[src/rtl/vertex_transformer_if.sv]
// Vertex transformer bus: matrix load, vertex input handshake and
// clip-space output toward the post-processor.
interface vertex_transformer_if #(
    parameter int DATAWIDTH = 24
);
    logic [15:0][DATAWIDTH-1:0] i_mvp;
    logic                       i_mvp_dv;
    logic                       ready;
    logic [2:0][DATAWIDTH-1:0]  i_vertex;
    logic                       i_vertex_dv;
    logic                       i_pp_ready;
    logic [3:0][DATAWIDTH-1:0]  o_vertex;
    logic                       o_vertex_dv;
    logic                       o_ovf;

    // upstream/downstream environment side
    modport master (
        output i_mvp, i_mvp_dv, i_vertex, i_vertex_dv, i_pp_ready,
        input  ready, o_vertex, o_vertex_dv, o_ovf
    );

    // transformer side
    modport slave (
        input  i_mvp, i_mvp_dv, i_vertex, i_vertex_dv, i_pp_ready,
        output ready, o_vertex, o_vertex_dv, o_ovf
    );
endinterface

[src/rtl/vertex_transformer.sv]
// Vertex-shader stage: clip = MVP * (x,y,z,1) using one shared signed
// multiplier over 12 MAC cycles; column 3 is added as a bias at row commit.
module vertex_transformer #(
    parameter int DATAWIDTH = 24,
    parameter int FRACBITS  = 13
) (
    input  logic                 clk,
    input  logic                 rstn,
    vertex_transformer_if.slave  bus
);
    localparam int AW = 2*DATAWIDTH + 3;

    localparam logic signed [AW-1:0] MAXV =
        {{(AW-DATAWIDTH+1){1'b0}}, {(DATAWIDTH-1){1'b1}}};
    localparam logic signed [AW-1:0] MINV =
        {{(AW-DATAWIDTH+1){1'b1}}, {(DATAWIDTH-1){1'b0}}};

    typedef enum logic [1:0] {IDLE, MAC, EMIT} state_t;

    state_t                      r_state;
    logic                        r_loaded;
    logic [15:0][DATAWIDTH-1:0]  r_m;
    logic [2:0][DATAWIDTH-1:0]   r_v;
    logic [1:0]                  r_row;
    logic [1:0]                  r_col;
    logic signed [AW-1:0]        r_acc;
    logic                        r_ovf_acc;

    logic                        w_ready;
    logic                        w_accept;
    logic signed [DATAWIDTH-1:0] w_ma;
    logic signed [DATAWIDTH-1:0] w_vb;
    logic signed [DATAWIDTH-1:0] w_bias;
    logic signed [2*DATAWIDTH-1:0] w_prod;
    logic signed [AW-1:0]        w_prod_x;
    logic signed [AW-1:0]        w_bias_x;
    logic signed [AW-1:0]        w_sum;
    logic signed [AW-1:0]        w_tot;
    logic signed [AW-1:0]        w_shr;
    logic                        w_clip;
    logic [DATAWIDTH-1:0]        w_res;

    // a matrix load in the same cycle takes priority over a vertex
    assign w_ready  = (r_state == IDLE) && r_loaded && !bus.i_mvp_dv;
    assign w_accept = w_ready && bus.i_vertex_dv;
    assign bus.ready       = w_ready;
    assign bus.o_vertex_dv = (r_state == EMIT) && bus.i_pp_ready;

    // {row,col} is exactly the row-major matrix index 4*r+c
    assign w_ma   = r_m[{r_row, r_col}];
    assign w_bias = r_m[{r_row, 2'd3}];

    // vertex component select for the shared multiplier (col is 0..2 in MAC)
    always_comb begin
        w_vb = r_v[0];
        case (r_col)
            2'd1:    w_vb = r_v[1];
            2'd2:    w_vb = r_v[2];
            default: ;
        endcase
    end

    assign w_prod   = w_ma * w_vb;
    assign w_prod_x = {{3{w_prod[2*DATAWIDTH-1]}}, w_prod};
    assign w_bias_x = {{(AW-DATAWIDTH-FRACBITS){w_bias[DATAWIDTH-1]}}, w_bias, {FRACBITS{1'b0}}};
    assign w_sum    = r_acc + w_prod_x;
    assign w_tot    = w_sum + w_bias_x;
    assign w_shr    = w_tot >>> FRACBITS;          // floor, no rounding
    assign w_clip   = (w_shr > MAXV) || (w_shr < MINV);
    assign w_res    = !w_clip ? w_shr[DATAWIDTH-1:0] :
                      (w_shr[AW-1] ? {1'b1, {(DATAWIDTH-1){1'b0}}}
                                   : {1'b0, {(DATAWIDTH-1){1'b1}}});

    // control FSM, MAC datapath and registered outputs
    always_ff @(posedge clk or negedge rstn) begin
        if (!rstn) begin
            r_state      <= IDLE;
            r_loaded     <= 1'b0;
            r_m          <= '0;
            r_v          <= '0;
            r_row        <= 2'd0;
            r_col        <= 2'd0;
            r_acc        <= '0;
            r_ovf_acc    <= 1'b0;
            bus.o_vertex <= '0;
            bus.o_ovf    <= 1'b0;
        end else begin
            case (r_state)
                IDLE: begin
                    if (bus.i_mvp_dv) begin
                        r_m      <= bus.i_mvp;
                        r_loaded <= 1'b1;
                    end else if (w_accept) begin
                        r_v       <= bus.i_vertex;
                        r_row     <= 2'd0;
                        r_col     <= 2'd0;
                        r_acc     <= '0;
                        r_ovf_acc <= 1'b0;
                        r_state   <= MAC;
                    end
                end
                MAC: begin
                    if (r_col == 2'd2) begin
                        bus.o_vertex[r_row] <= w_res;
                        if (w_clip) r_ovf_acc <= 1'b1;
                        r_acc <= '0;
                        r_col <= 2'd0;
                        r_row <= r_row + 2'd1;
                        if (r_row == 2'd3) r_state <= EMIT;
                    end else begin
                        r_acc <= w_sum;
                        r_col <= r_col + 2'd1;
                    end
                end
                EMIT: begin
                    if (bus.i_pp_ready) begin
                        bus.o_ovf <= r_ovf_acc;
                        r_state   <= IDLE;
                    end
                end
                default: r_state <= IDLE;
            endcase
        end
    end
endmodule

[src/flat_wrapper.sv]
// flat-port wrapper written by rule: the top's interface ports become plain ports
module vertex_transformer_flat 
#(
    parameter int DATAWIDTH = 24,
    parameter int FRACBITS  = 13
)
  (clk, rstn, bus_i_mvp, bus_i_mvp_dv, bus_i_vertex, bus_i_vertex_dv, bus_i_pp_ready, bus_ready, bus_o_vertex, bus_o_vertex_dv, bus_o_ovf);
  vertex_transformer_if #(.DATAWIDTH(DATAWIDTH)) bus_i ();
  input  logic clk;
  input  logic rstn;
  input wire logic [$bits(bus_i.i_mvp)-1:0] bus_i_mvp;
  input wire logic [$bits(bus_i.i_mvp_dv)-1:0] bus_i_mvp_dv;
  input wire logic [$bits(bus_i.i_vertex)-1:0] bus_i_vertex;
  input wire logic [$bits(bus_i.i_vertex_dv)-1:0] bus_i_vertex_dv;
  input wire logic [$bits(bus_i.i_pp_ready)-1:0] bus_i_pp_ready;
  output wire logic [$bits(bus_i.ready)-1:0] bus_ready;
  output wire logic [$bits(bus_i.o_vertex)-1:0] bus_o_vertex;
  output wire logic [$bits(bus_i.o_vertex_dv)-1:0] bus_o_vertex_dv;
  output wire logic [$bits(bus_i.o_ovf)-1:0] bus_o_ovf;
  assign bus_i.i_mvp = bus_i_mvp;
  assign bus_i.i_mvp_dv = bus_i_mvp_dv;
  assign bus_i.i_vertex = bus_i_vertex;
  assign bus_i.i_vertex_dv = bus_i_vertex_dv;
  assign bus_i.i_pp_ready = bus_i_pp_ready;
  assign bus_ready = bus_i.ready;
  assign bus_o_vertex = bus_i.o_vertex;
  assign bus_o_vertex_dv = bus_i.o_vertex_dv;
  assign bus_o_ovf = bus_i.o_ovf;
  vertex_transformer #(.DATAWIDTH(DATAWIDTH), .FRACBITS(FRACBITS)) u_core (.clk(clk), .rstn(rstn), .bus(bus_i));
endmodule
[config.mk]
export PLATFORM = sky130hd
export DESIGN_NAME = vertex_transformer_flat
export DESIGN_NICKNAME = d
export VERILOG_FILES = /design/src/rtl/vertex_transformer_if.sv /design/src/rtl/vertex_transformer.sv /design/src/flat_wrapper.sv
export SDC_FILE = /design/constraint.sdc
export NUM_CORES = 2
export LEC_CHECK = 0
export BUFFER_PORTS_ARGS = -buffer_cell sky130_fd_sc_hd__clkbuf_2
export CAP_MARGIN = 15
export CORE_MARGIN = 2
export CORE_UTILIZATION = 30
export DETAILED_ROUTE_END_ITERATION = 8
export SLEW_MARGIN = 20
export SYNTH_ARGS = -nofsm -noshare
export SYNTH_HDL_FRONTEND = slang
export SYNTH_SLANG_ARGS = --single-unit
[constraint.sdc]
create_clock -name clk -period 14.91 [get_ports clk]
set_clock_uncertainty 0.05 [all_clocks]
set_input_delay 0.7455 -clock clk [delete_from_list [all_inputs] [get_ports clk]]
set_output_delay 0.7455 -clock clk [all_outputs]
set_load 0.02 [all_outputs]
## Word level (Yosys, flattened, before mapping)

Index checks and enable logic that the tools add are counted.

- Output and inout bits: 99
- Register bits after elaboration: 612
- Word-level logic and storage cells: 101

- Reductions and logical operators: 17
- Add/subtract/negate cells: 4
- $mul: 1
- Equality and inequality tests: 11
- Magnitude comparators: 6
- Mux-type cells: 31
- Bitwise gates (word level): 1

Operator list:

| cell | count |
|---|---|
| two-way mux 51 bit | 3 |
| two-way mux 24 bit | 5 |
| one-hot mux 51 bit (2 select lines) | 1 |
| binary-select mux 24 bit (select 4 bit) | 1 |
| bitwise mux 96 bit | 1 |
| adder 51 x 37 -> 51 bit | 1 |
| adder 51 x 48 -> 51 bit | 1 |
| binary-select mux 24 bit (select 2 bit) | 1 |
| demux 24 bit (select 2 bit) | 1 |
| multiplier 24 x 24 -> 48 bit | 1 |
| one-hot mux 24 bit (2 select lines) | 1 |
| greater-than comparator 38 x 24 -> 1 bit (second input constant) | 1 |
| less-than comparator 38 x 24 -> 1 bit (second input constant) | 1 |
| two-way mux 2 bit | 9 |
| less-than comparator 4 x 5 -> 1 bit (second input constant) | 2 |
| AND reduction 5 bit | 2 |
| inequality test 2 x 1 -> 1 bit (second input constant) | 4 |
| one-hot mux 2 bit (2 select lines) | 2 |
| equality test 2 bit (second input constant) | 3 |
| one-hot mux 2 bit (3 select lines) | 1 |
| AND reduction 2 bit | 3 |
| AND reduction 3 bit | 2 |
| logical AND 1 bit | 5 |
| adder 2 x 1 -> 2 bit (second input constant) | 2 |
| 12 further kinds | 17 |

## Logic depth before layout (Yosys ltp)

- Depth in word-level cells: 10
- Mapped depth: 51
- Mapped depth without buffers: 42

## Least setup slack after synthesis

OpenSTA, ideal clock, no wires.

- Path type: register to register
- From: reg u_core.r_col[1]
- To: reg u_core.bus.o_vertex[15]
- Library setup time: 0.140 ns
- Stages on the path, launching flop included: 50
- Required time: 14.720 ns
- Path slack: 2.717 ns
- Clock period less this slack: 12.193 ns
- Arrival time: 12.003 ns
- Cell sequence: dfrtp_1 > clkbuf_1 > clkbuf_1 > buf_1 > clkbuf_1 > inv_1 > ha_1 > clkbuf_1 > buf_1 > nor2_1 > a21oi_1 > clkbuf_1 > nand2_1 > fa_1 > inv_1 > fa_1 > inv_1 > fa_1 > (+14 left out) > nand2_1 > a2111oi_0 > nor3_1 > xor2_1 > ha_1 > nand2_1 > nor3_1 > o21ai_0 > o21a_1 > a311oi_1 > o22ai_1 > xnor2_1 > xnor3_2 > a21o_1 > buf_6 > nor2_2 > buf_4 > a211oi_1

- Word-level cells in the longest chain between the ends: 9

RTL lines:

| element | line | source |
|---|---|---|
| start, declared | vertex_transformer.sv:25 | `logic [1:0] r_col;` |
| start signal, assigned | vertex_transformer.sv:112 | `r_col <= r_col + 2'd1;` |
| binary-select mux 24 bit (select 4 bit) (tied with other cells) | vertex_transformer.sv:50 | `assign w_ma = r_m[{r_row, r_col}];` |
| two-way mux 24 bit (not written as such) or one-hot mux 24 bit (2 select lines) (tied branches) | vertex_transformer.sv:50, vertex_transformer.sv:56 |  |
| multiplier 24 x 24 -> 48 bit | vertex_transformer.sv:63 | `assign w_prod = w_ma * w_vb;` |
| adder 51 x 48 -> 51 bit | vertex_transformer.sv:66 | `assign w_sum = r_acc + w_prod_x;` |
| adder 51 x 37 -> 51 bit | vertex_transformer.sv:67 | `assign w_tot = w_sum + w_bias_x;` |
| greater-than comparator 38 x 24 -> 1 bit or less-than comparator 38 x 24 -> 1 bit (tied branches) | vertex_transformer.sv:69 | `assign w_clip = (w_shr > MAXV) \|\| (w_shr < MINV);` |
| logical OR 1 bit | vertex_transformer.sv:69 |  |
| two-way mux 24 bit | vertex_transformer.sv:70 | `assign w_res = !w_clip ? w_shr[DATAWIDTH-1:0] :` |
| bitwise mux 96 bit | vertex_transformer.sv:104 | `bus.o_vertex[r_row] <= w_res;` |
| end signal, assigned by index | vertex_transformer.sv:104 |  |
| end, declared | vertex_transformer_if.sv:25 | `output ready, o_vertex, o_vertex_dv, o_ovf` |

Parallel ways exist; a longest one is shown, timed or not. The select of a mux whose other input is x is not followed.
A chain may end at the register's enable or synchronous reset.

## Worst setup path after layout

- From: reg u_core.r_col[0]
- To: reg u_core.bus.o_vertex[6]

The elaborated chain is that of the path after synthesis.

==> impl_metrics.ini <==
[setup_path]
critPathArrivalTime_ps = 14670
slowest_stage = ha_2
startpoint_type = flop
crit_required_ps = 15350
r2r-end = u_core.bus.o_vertex[6]
crit_path_max_incr_delay_ps = 970
worstSetupEndpointType = flop
r2r_cells = 41
cp_top_family = adder cells
cp_max_fo = 42
r2r_setup_slack_ps = 680
rr_startpoint = u_core.r_col[0]
crit_type = flop to flop
crit_buf_inv = 7
path_common_cell = fa_1

[logic_synthesis]
ys_async_sr_fraction = 1.000
yosys-top-cells-area = dfrtp_1 29%, fa_1 26%, mux2_2 8.3%
synthTopCellsByCount = 769 x inv_1, 673 x fa_1, 646 x nand2_1
syn_inst = 4834
yosys_warnings = 0
synth_seq_cells = 612
synth_cell_types = 83
ys.flop_type = dfrtp_1
netlist_area_mm2 = 0.05254
synthMostInstantiatedCell = inv_1
ys_seq_area_frac = 0.2915
synth_top_area_cell = dfrtp_1
avgSynthCellArea_um2 = 10.87
synth_edf_count = 0
syn-num-nets = 6184
synth_top_area_share = 0.2915

[timing]
clock.fmax_mhz = 70.27
setup_viol_count_final = 0
rsz0062_at_grt = yes
finalMaxSlewViolations = 0
max-slew-margin-rel = 0.2145
tightest_slew_ps = 1178
finalHoldViolCount = 0
finalCritPeriodShare = 0.9545
fin_crit_ps = 14230

[grt]
first_global_vias = 40820
grt_usage = 0.1893
grt_pass1_wl_um = 257400
grt_max_degree = 174
antenna_found_initial = 26
grt_overflow_total = 0

[floorplanning]
die_h_um = 422.5
ios = 560
die_area_mm2 = 0.1785
core_mm2 = 0.1740
initial_utilization = 0.3019
row_count = 153
fp.dieW_um = 422.5

[routing]
first_iter_violations = 2710
ant_nets = 0
drc_errors = 0
dr.pass1.iters = 5
wl_per_cell_um = 21.71
vias_per_cell = 4.892
route.vias.total = 37570
drt-total-wl_um = 166700

[finish]
drive_gt1_frac = 0.2492
nFillCells = 17460
multi_input_area_mm2 = 0.03349
layout-area-overhead-vs-synth_pct = 14.91
final_cells = 7679
register_area_mm2 = 0.01533
layout.nets = 6633

[hold_path]
min_path_type = input pin to flop
worst_hold_path.num_cells = 3
min_from = bus_i_vertex[57]
min_to = u_core.r_v[57]

[clock_tree]
clockBufferDepth = 3
path_clk_slew_ps = 60
clock-sinks = 612
ctsRootBufferMaster = clkbuf_16
cts_tree = done
insertion_delay_ps = 700
cts_buffers = 71
htreeDepth = 3

[placement]
placed_cells = 7534
gp_congestion = 0.9314
hpwl_um = 133000
io_buffer_count = 559

[run_status]
status = completed

[run]
maxCapViolations = 0
-- placed cells by master, fill, tap and decap left out, types with 77 or more instances in the layout --
cell type / Yosys / final
fa_1: 673 / 673
and2_1: 131 / 131
dfrtp_1: 612 / 608
nand2_1: 646 / 645
inv_1: 769 / 767
mux2_2: 385 / 385
mux4_2: 139 / 139
clkbuf_2: 0 / 558
a211oi_1: 84 / 84
a21oi_1: 102 / 88
o21ai_0: 81 / 77
ha_1: 216 / 215
nor2_1: 215 / 214
-- worst reg2reg max path, delay by kind of cell (launching register included) --
family | cells | cell delay, ps
AOI/OAI and AO/OA | 16 | 4220
xor gates and xnor gates | 3 | 660
adders and majority gates | 10 | 5640
buffers and inverters | 7 | 980
DFF | 1 | 750
and+or+nand+nor | 5 | 1700
-- sequential cells by signal, indices dropped and copies added, names as in the netlist --
signal / flops
u_core.r_loaded: 1
u_core.r_row: 2
u_core.bus.o_vertex: 96
u_core.r_ovf_acc: 1
u_core.r_state: 2
u_core.r_v: 72
u_core.bus.o_ovf: 1
u_core.r_col: 2
u_core.r_m: 384
u_core.r_acc: 51
-- cell families (layout without fill, tap and decap cells) --
| kind of cell | count (synthesis) | after routing | synth area share |
|---|---|---|---|
| xor+xnor | 79 | 79 | 0.01345 |
| simple gates | 1203 | 1203 | 0.1030 |
| flops | 612 | 612 | 0.2915 |
| fa+ha+maj | 889 | 889 | 0.3079 |
| compound gates | 506 | 506 | 0.06694 |
| buf+inv | 1016 | 1519 | 0.07418 |
| other cells | 0 | 17 | 0 |
| mux | 529 | 529 | 0.1430 |
-- timing repair --
action | 4_1_cts | 5_1_grt
hold endpoints to repair | 46 | 0
hold buffers | 1 | 0
setup buffers | 0 | 0
resized for setup | 0 | 0
setup endpoints to repair | 0 | 38
-- through the flow --
| step | utilization | area, um2 | setup slack, ps | hold WS (ps) | setup TNS, ps |
|---|---|---|---|---|---|
| 2_1_floorplan | - | 52540 | 2717 | 380.4 | 0 |
| 3_3_place_gp | 0.3328 | 57900 | 1004 | 399.7 | 0 |
| 3_5_place_dp | 0.3329 | 57930 | 936.7 | 395.6 | 0 |
| 4_1_cts | 0.3466 | 60320 | 820.3 | 133.2 | 0 |
| 5_1_grt | 0.3469 | 60360 | -93.51 | 190.0 | -1750 |
| 6_report | 0.3470 | 60380 | 678.4 | 200.5 | 0 |
-- worst max-delay path by stage --
stage                               to  slack [ps]  cells past startpoint             from
5_1_grt         u_core.bus.o_vertex[6]         -90                     41  u_core.r_col[0]
6_report        u_core.bus.o_vertex[6]         680                     41  u_core.r_col[0]
3_5_place_dp    u_core.bus.o_vertex[3]         940                     41  u_core.r_col[0]
2_1_floorplan  u_core.bus.o_vertex[15]        2720                     49  u_core.r_col[1]
3_3_place_gp    u_core.bus.o_vertex[4]        1000                     41  u_core.r_col[0]
4_1_cts         u_core.bus.o_vertex[6]         820                     41  u_core.r_col[0]
-- layer usage --
metal,vias to the layer above,part of all wire,routed length (um),GRT usage
met3,307,0.070,11740,0.04284
met2,1217,0.48,80190,0.3136
met1,19480,0.39,65450,0.2300
met4,20,0.055,9175,0.09827
met5,-,0.00083,138,0
li1,16540,-,-,-
-- cell type report --
cell class                      count  area share
Inverter                          769     0.04781
Tap cell                         2325     0.04818
Clock buffer                       93     0.03247
Timing Repair Buffer              623     0.05533
Antenna cell                       17   0.0007046
Multi-Input combinational cell   3206      0.5547
Sequential cell                   612      0.2539
Clock inverter                     34    0.006984
Power is left out: the tool's default activity adds up to more than one toggle a clock period on the data nets, which glitch-free logic cannot reach.
